## src/rtl/if_id_fetch_stage.sv

```systemverilog
// SPARC instruction-fetch stage with IF/ID pipeline register: PC/nPC delayed-branch sequencing,
// delay-slot annulment and stall hold. Optional perf counters when IF_PERF_COUNT_EN is defined.
module if_id_fetch_stage #(
    parameter logic [31:0] RESET_PC = 32'h0000_0000
) (
    input  logic        clk,
    input  logic        rst_n,
    input  logic        stall,
    input  logic        branch_taken,
    input  logic [31:0] branch_target,
    input  logic        annul_ds,
    input  logic [31:0] imem_instr,
    output logic [31:0] imem_addr,
    output logic [31:0] npc,
    output logic [31:0] ID_instr,
    output logic [31:0] ID_pc,
    output logic        ID_valid
`ifdef IF_PERF_COUNT_EN
    ,
    output logic [31:0] fetch_count,
    output logic [31:0] bubble_count
`endif
);

    localparam logic [31:0] RESET_PC_ALIGNED = RESET_PC & 32'hFFFF_FFFC;

    logic [31:0] pc_q, pc_d;
    logic [31:0] npc_q, npc_d;
    logic [31:0] id_instr_q, id_instr_d;
    logic [31:0] id_pc_q, id_pc_d;
    logic        id_valid_q, id_valid_d;
    logic [31:0] target_aligned;

    assign target_aligned = branch_target & 32'hFFFF_FFFC;

    always_comb begin
        pc_d       = pc_q;
        npc_d      = npc_q;
        id_instr_d = id_instr_q;
        id_pc_d    = id_pc_q;
        id_valid_d = id_valid_q;
        if (!stall) begin
            // The word at PC is the delay slot whenever a transfer sits in ID.
            id_pc_d    = pc_q;
            id_instr_d = annul_ds ? 32'h0 : imem_instr;
            id_valid_d = ~annul_ds;
            pc_d       = branch_taken ? target_aligned : npc_q;
            npc_d      = pc_d + 32'd4;
        end
    end

    always_ff @(posedge clk or negedge rst_n) begin
        if (!rst_n) begin
            pc_q       <= RESET_PC_ALIGNED;
            npc_q      <= RESET_PC_ALIGNED + 32'd4;
            id_instr_q <= 32'h0;
            id_pc_q    <= 32'h0;
            id_valid_q <= 1'b0;
        end else begin
            pc_q       <= pc_d;
            npc_q      <= npc_d;
            id_instr_q <= id_instr_d;
            id_pc_q    <= id_pc_d;
            id_valid_q <= id_valid_d;
        end
    end

    assign imem_addr = pc_q;
    assign npc       = npc_q;
    assign ID_instr  = id_instr_q;
    assign ID_pc     = id_pc_q;
    assign ID_valid  = id_valid_q;

`ifdef IF_PERF_COUNT_EN
    logic [31:0] fetch_count_q, fetch_count_d;
    logic [31:0] bubble_count_q, bubble_count_d;

    always_comb begin
        fetch_count_d  = fetch_count_q;
        bubble_count_d = bubble_count_q;
        if (!stall) begin
            if (annul_ds) bubble_count_d = bubble_count_q + 32'd1;
            else          fetch_count_d  = fetch_count_q + 32'd1;
        end
    end

    always_ff @(posedge clk or negedge rst_n) begin
        if (!rst_n) begin
            fetch_count_q  <= 32'h0;
            bubble_count_q <= 32'h0;
        end else begin
            fetch_count_q  <= fetch_count_d;
            bubble_count_q <= bubble_count_d;
        end
    end

    assign fetch_count  = fetch_count_q;
    assign bubble_count = bubble_count_q;
`endif

endmodule

```

## config.mk

```make
export PLATFORM = sky130hd
export DESIGN_NAME = if_id_fetch_stage
export DESIGN_NICKNAME = d
export VERILOG_FILES = /design/src/rtl/if_id_fetch_stage.sv
export SDC_FILE = /design/constraint.sdc
export NUM_CORES = 1
export LEC_CHECK = 0
export ABC_AREA = 1
export ABC_CLOCK_PERIOD_IN_PS = 2600
export CAP_MARGIN = 20
export CORE_MARGIN = 1.5
export CORE_UTILIZATION = 45
export CTS_CLUSTER_DIAMETER = 30
export CTS_CLUSTER_SIZE = 30
export DETAILED_ROUTE_END_ITERATION = 6
export PLACE_DENSITY = 0.89
export SLEW_MARGIN = 5
export SYNTH_ARGS = -nofsm -noshare
export SYNTH_HDL_FRONTEND = slang
export SYNTH_SLANG_ARGS = --single-unit
export TNS_END_PERCENT = 100
```

## constraint.sdc

```tcl
create_clock -name clk -period 2.6 [get_ports clk]
set_clock_uncertainty 0.15 [all_clocks]
set_input_delay 0.52 -clock clk [delete_from_list [all_inputs] [get_ports clk]]
set_output_delay 0.52 -clock clk [all_outputs]
set_load 0.1 [all_outputs]
```

== After elaboration in Yosys (flattened, before gate mapping) ==
Cells that the tools add are included.

* Multiplexer cells: 2
* $add $sub $neg: 1
* Bitwise gates (word level): 1

{| class="wikitable"
|+ Operators by type and width
! operator !! count
|-
| $mux 32 || 2
|-
| $add 32x3->32 const B || 1
|-
| $not 1->1 || 1
|}

* Input bits: 69
* Flip-flop bits (word level): 129
* Logic and storage cells: 9
* Output and inout port bits: 129

== Depth between registers and ports, before layout ==
* Depth in word-level cells: 2
* Mapped depth: 12
* Gate-level depth less buffers: 11

== Worst setup path after synthesis ==
OpenSTA, ideal clock, no wires.

* Path kind: register -> register
* From: reg npc_q[2], in the netlist npc[2]
* To: reg npc_q[30], in the netlist npc[30]
* Buffers on the path: 0
* Required time: 2.323 ns
* Arrival: 2.012 ns
* Clock period less this slack: 2.289 ns
* Cell stages (with the launch flop): 11
* Slack: 0.311 ns
* Setup time: 0.127 ns
* Cells stage by stage: dfstp_2 > inv_1 > o21ai_1 > ha_1 > nand2_2 > nor2_4 > nand2_4 > nor2_1 > nand2_1 > nand2_1 > nand3_1

* Word-level cells in the longest chain between the ends: 2

{| class="wikitable"
|+ Ends and longest elaborated chain
! what !! RTL line !! source
|-
| from (decl) || 28 || <nowiki>logic [31:0] npc_q, npc_d;</nowiki>
|-
| from (signal assigned) || 55 || <nowiki>npc_q <= RESET_PC_ALIGNED + 32'd4;</nowiki>
|-
| from (signal assigned) || 61 || <nowiki>npc_q <= npc_d;</nowiki>
|-
| $mux 32 || 47 || <nowiki>pc_d = branch_taken ? target_aligned : npc_q;</nowiki>
|-
| $add 32x3->32 || 48 || <nowiki>npc_d = pc_d + 32'd4;</nowiki>
|}

No other way between the ends.
A chain may end at the register's enable or synchronous reset.

== Worst setup path after layout ==
* From: in branch_taken
* To: reg npc_q[24], in the netlist npc[24]

* Word-level cells in the longest chain between the ends: 2

{| class="wikitable"
|+ Ends and longest elaborated chain
! what !! RTL line !! source
|-
| from (decl) || 9 || <nowiki>input logic branch_taken,</nowiki>
|-
| $mux 32 || 47 ||
|-
| $add 32x3->32 || 48 ||
|}

No other way between the ends.

==> results.yml <==
power:
  comb_power_share_pct: 35.2
  irDropWorstVdd_mv: 0.4862
  fraction_of_power_spent_switching_nets_pct: 41.56
  power.density_cell_area_mw_per_mm2: 906.2
  netsw_mw: 3.208
  cellLeakagePower_nw: 4.290
  clock_group_share_of_total_power_pct: 35.2
  p_int_mw: 4.511
  totalPowerFinal_mw: 7.719
  pwr-share-seq_pct: 29.6
timing:
  fmaxAchievable_mhz: 433.9
  finalHoldViolCount: 0
  timing_max_transition_violations_final: 0
  fin_tns_setup_ns: 0
  worst_pin_slew_ns: 0.6174
  post-route-min-period_ns: 2.304
  timing.final.crit_share_pct: 88.63
  setup-violations-final: 0
  final.hold.worst_slack_ns: 0.2586
  relSlewSlack_pct: 58.84
  rsz0062_at_grt: "false"
die:
  core_area_mm2: 0.01272
  fp.dieH_um: 117.5
  fp-row-count: 41
  io-pin-count: 198
  fp.dieArea_mm2: 0.01381
  initial_core_util_pct: 46.40
  die_w_um: 117.5
worst_setup_path:
  timing.setup.critical_path_class: "in2reg"
  worst_setup_path_startpoint: "branch_taken"
  timing.critical_path.from_type: "primary input"
  ff2ff_setup_slack_ns: 0.57
  r2r-end: "npc[24]"
  arrival_ns: 2.44
  r2r-start: "npc[2]"
  worst_r2r_path_depth: 10
  worstSetupEndpointType: "register"
  critical_path_peak_fanout: 12
  crit_required_ns: 2.74
cells_and_area:
  synthToLayoutAreaGrowth_pct: 44.30
  multi_input_area_mm2: 0.002315
  layout.cell_area.non_filler_mm2: 0.008518
  layout-drive-gt1-share_pct: 23.23
  final_cell_count_no_fill: 1145
  register_area_mm2: 0.003079
  num_antenna_cells: 0
  num-nets-final: 1030
  layout.filler_cells: 1024
yosys:
  ys_types: 30
  netlist_area_mm2: 0.005903
  postSynthAreaPerCell_um2: 7.829
  synth_edf_count: 0
  synthesis.yosys.warnings: 0
  synth_cells: 754
  yosys_register_bits: 123
  dominantRegCellSynth: "sky130_fd_sc_hd__dfrtp_1"
  synth-seq-area-share_pct: 52.16
  synthArstFlopShare_pct: 100.0
routing:
  dr_total_vias: 5649
  drc: 0
  final_antenna_net_count: 0
  routed_wire_length_per_instance_um: 15.04
  routed_wirelength_mm: 17.23
  drt_iter0_drc: 464
  via_per_inst: 4.934
  first_pass_iters: 5
global_routing:
  grt.overflow.total: 0
  overall_routing_resource_usage_pct: 25.81
  wire_length_of_the_first_global_routing_pass_mm: 28.14
  antenna_found_initial: 0
  via_count_of_the_first_global_routing_pass: 5557
  grt_start_max_net_pins: 105
cts:
  clk-insertion-delay-late_ns: 0.41
  cts.htree.levels: 4
  tritoncts: "built"
  clock_sink_count: 123
  clkTransAtPathRegs_ns: 0.06
  clockBufferDepth: 2
  cts-buffers-inserted: 17
  clock-root-buffer: "sky130_fd_sc_hd__clkbuf_16"
placed_design:
  placement.io_buffers: 189
  placedCellCount: 1112
  routabilityCongestion: 0.9338
  place_area_mm2: 0.007828
  hpwl_mm: 12.29
worst_hold_path:
  hold_path.startpoint: "stall"
  hold_end: "ID_instr[0]"
  worstHoldPathCells: 3
  holdCritPathClass: "in2reg"
job:
  maxCapViolations: 0
outcome:
  status: "finished, final reports clean"
==> stage by stage <==
| step | setup WS, ns | util [%] |
|---|---|---|
| detailed placement | -0.1031 | 61.53 |
| CTS | 0.3300 | 66.96 |
| finish | 0.2955 | 66.96 |
| global placement | -0.07413 | 61.53 |
| floorplan | 0.3114 | - |
| global route | 0.1067 | 66.96 |
==> cell usage in the layout (no fill, tap or decap), drive strengths merged, types with 3 or more instances in the layout <==
| master | count |
|---|---|
| clkbuf | 18 |
| o21bai | 9 |
| clkdlybuf4s50 | 64 |
| nand3 | 44 |
| nor2 | 64 |
| nand4 | 4 |
| bufinv | 6 |
| nand2 | 272 |
| inv | 87 |
| o211ai | 3 |
| conb | 6 |
| dfrtp | 122 |
| buf | 155 |
| a21oi | 23 |
| o21ai | 79 |
| clkinv | 4 |
| clkinvlp | 4 |
==> synthesized netlist by cell type, types with 2 or more instances <==
cell | count | area share (%)
sky130_fd_sc_hd__a21oi_1 | 23 | 1.9
sky130_fd_sc_hd__and2_1 | 2 | 0.21
sky130_fd_sc_hd__buf_2 | 2 | 0.17
sky130_fd_sc_hd__buf_4 | 8 | 1.0
sky130_fd_sc_hd__buf_6 | 2 | 0.38
sky130_fd_sc_hd__clkbuf_1 | 24 | 1.5
sky130_fd_sc_hd__dfrtp_1 | 122 | 52
sky130_fd_sc_hd__inv_1 | 83 | 5.3
sky130_fd_sc_hd__inv_2 | 3 | 0.19
sky130_fd_sc_hd__nand2_1 | 254 | 16
sky130_fd_sc_hd__nand2_2 | 16 | 1.7
sky130_fd_sc_hd__nand2_4 | 2 | 0.38
sky130_fd_sc_hd__nand3_1 | 44 | 3.7
sky130_fd_sc_hd__nand4_1 | 4 | 0.42
sky130_fd_sc_hd__nor2_1 | 48 | 3.1
sky130_fd_sc_hd__nor2_2 | 9 | 0.95
sky130_fd_sc_hd__nor2_4 | 7 | 1.3
sky130_fd_sc_hd__o211ai_1 | 3 | 0.38
sky130_fd_sc_hd__o21a_1 | 2 | 0.25
sky130_fd_sc_hd__o21ai_0 | 78 | 6.6
sky130_fd_sc_hd__o21bai_1 | 9 | 1.1
==> cell type report <==
class                   instances  area share, %
flip-flops and latches        123          36.15
clock inverters                14          2.835
clock buffers                  18          5.156
well taps                     172          2.526
inverters                      87          3.834
multi-input cells             511          27.17
repair buffers                220          22.33
==> sequential cells by signal, summed over array words and instances (netlist names) <==
signal	flops
ID_pc	30
npc	30
ID_valid	1
imem_addr	30
ID_instr	32
==> kinds of logic after synthesis <==
group           after synthesis  synth area share, %
simple gates                387                28.04
buf+inv                     125                8.944
flops                       123                52.16
compound gates              116                10.43
xor+xnor                      1               0.1484
fa+ha+maj                     1               0.2119
other cells                   1              0.06353
==> metal layers <==
layer	wire length [um]	track usage [%]
met1	7323	33.66
met2	8353	41.43
met3	888	4.748
met4	661	13.11
met5	0	0
==> power groups by stage <==
stage / clock network [mW] / registers (mW) / logic (mW)
final: 2.72 / 2.28 / 2.72
after global routing: 2.84 / 2.31 / 2.82
after CTS: 2.75 / 2.28 / 2.72
after detailed placement: 0 / 2.31 / 2.71
after global placement: 0 / 2.30 / 2.68
after floorplan: 0 / 3.87 / 0.437
==> worst max-delay path, stage by stage <==
cell	delay [ns]
sky130_fd_sc_hd__clkdlybuf4s50_1	0.44
sky130_fd_sc_hd__buf_12	0.17
sky130_fd_sc_hd__inv_2	0.13
sky130_fd_sc_hd__buf_12	0.15
sky130_fd_sc_hd__nand2_1	0.05
sky130_fd_sc_hd__nand2_1	0.10
sky130_fd_sc_hd__nand2_2	0.10
sky130_fd_sc_hd__nor2_1	0.22
sky130_fd_sc_hd__nand2_1	0.09
sky130_fd_sc_hd__nor2_1	0.23
sky130_fd_sc_hd__nand2_1	0.09
sky130_fd_sc_hd__nand2_1	0.07
sky130_fd_sc_hd__nand3_1	0.08
==> how the worst max path moves through the flow <==
| stage | endpoint | slack (ns) |
|---|---|---|
| CTS | npc[24] | 0.33 |
| detailed placement | npc[24] | -0.10 |
| global placement | npc[24] | -0.07 |
| finish | npc[24] | 0.30 |
| global route | npc[24] | 0.11 |
| floorplan | npc[30] | 0.31 |
==> repair_timing <==
item,4_1_cts,5_1_grt
endpoints found under the setup margin,0,0
resized for setup,0,0
hold buffers,1,0
setup buffers,0,0
hold endpoints to repair,34,0
(Power assumes the default switching activity.)
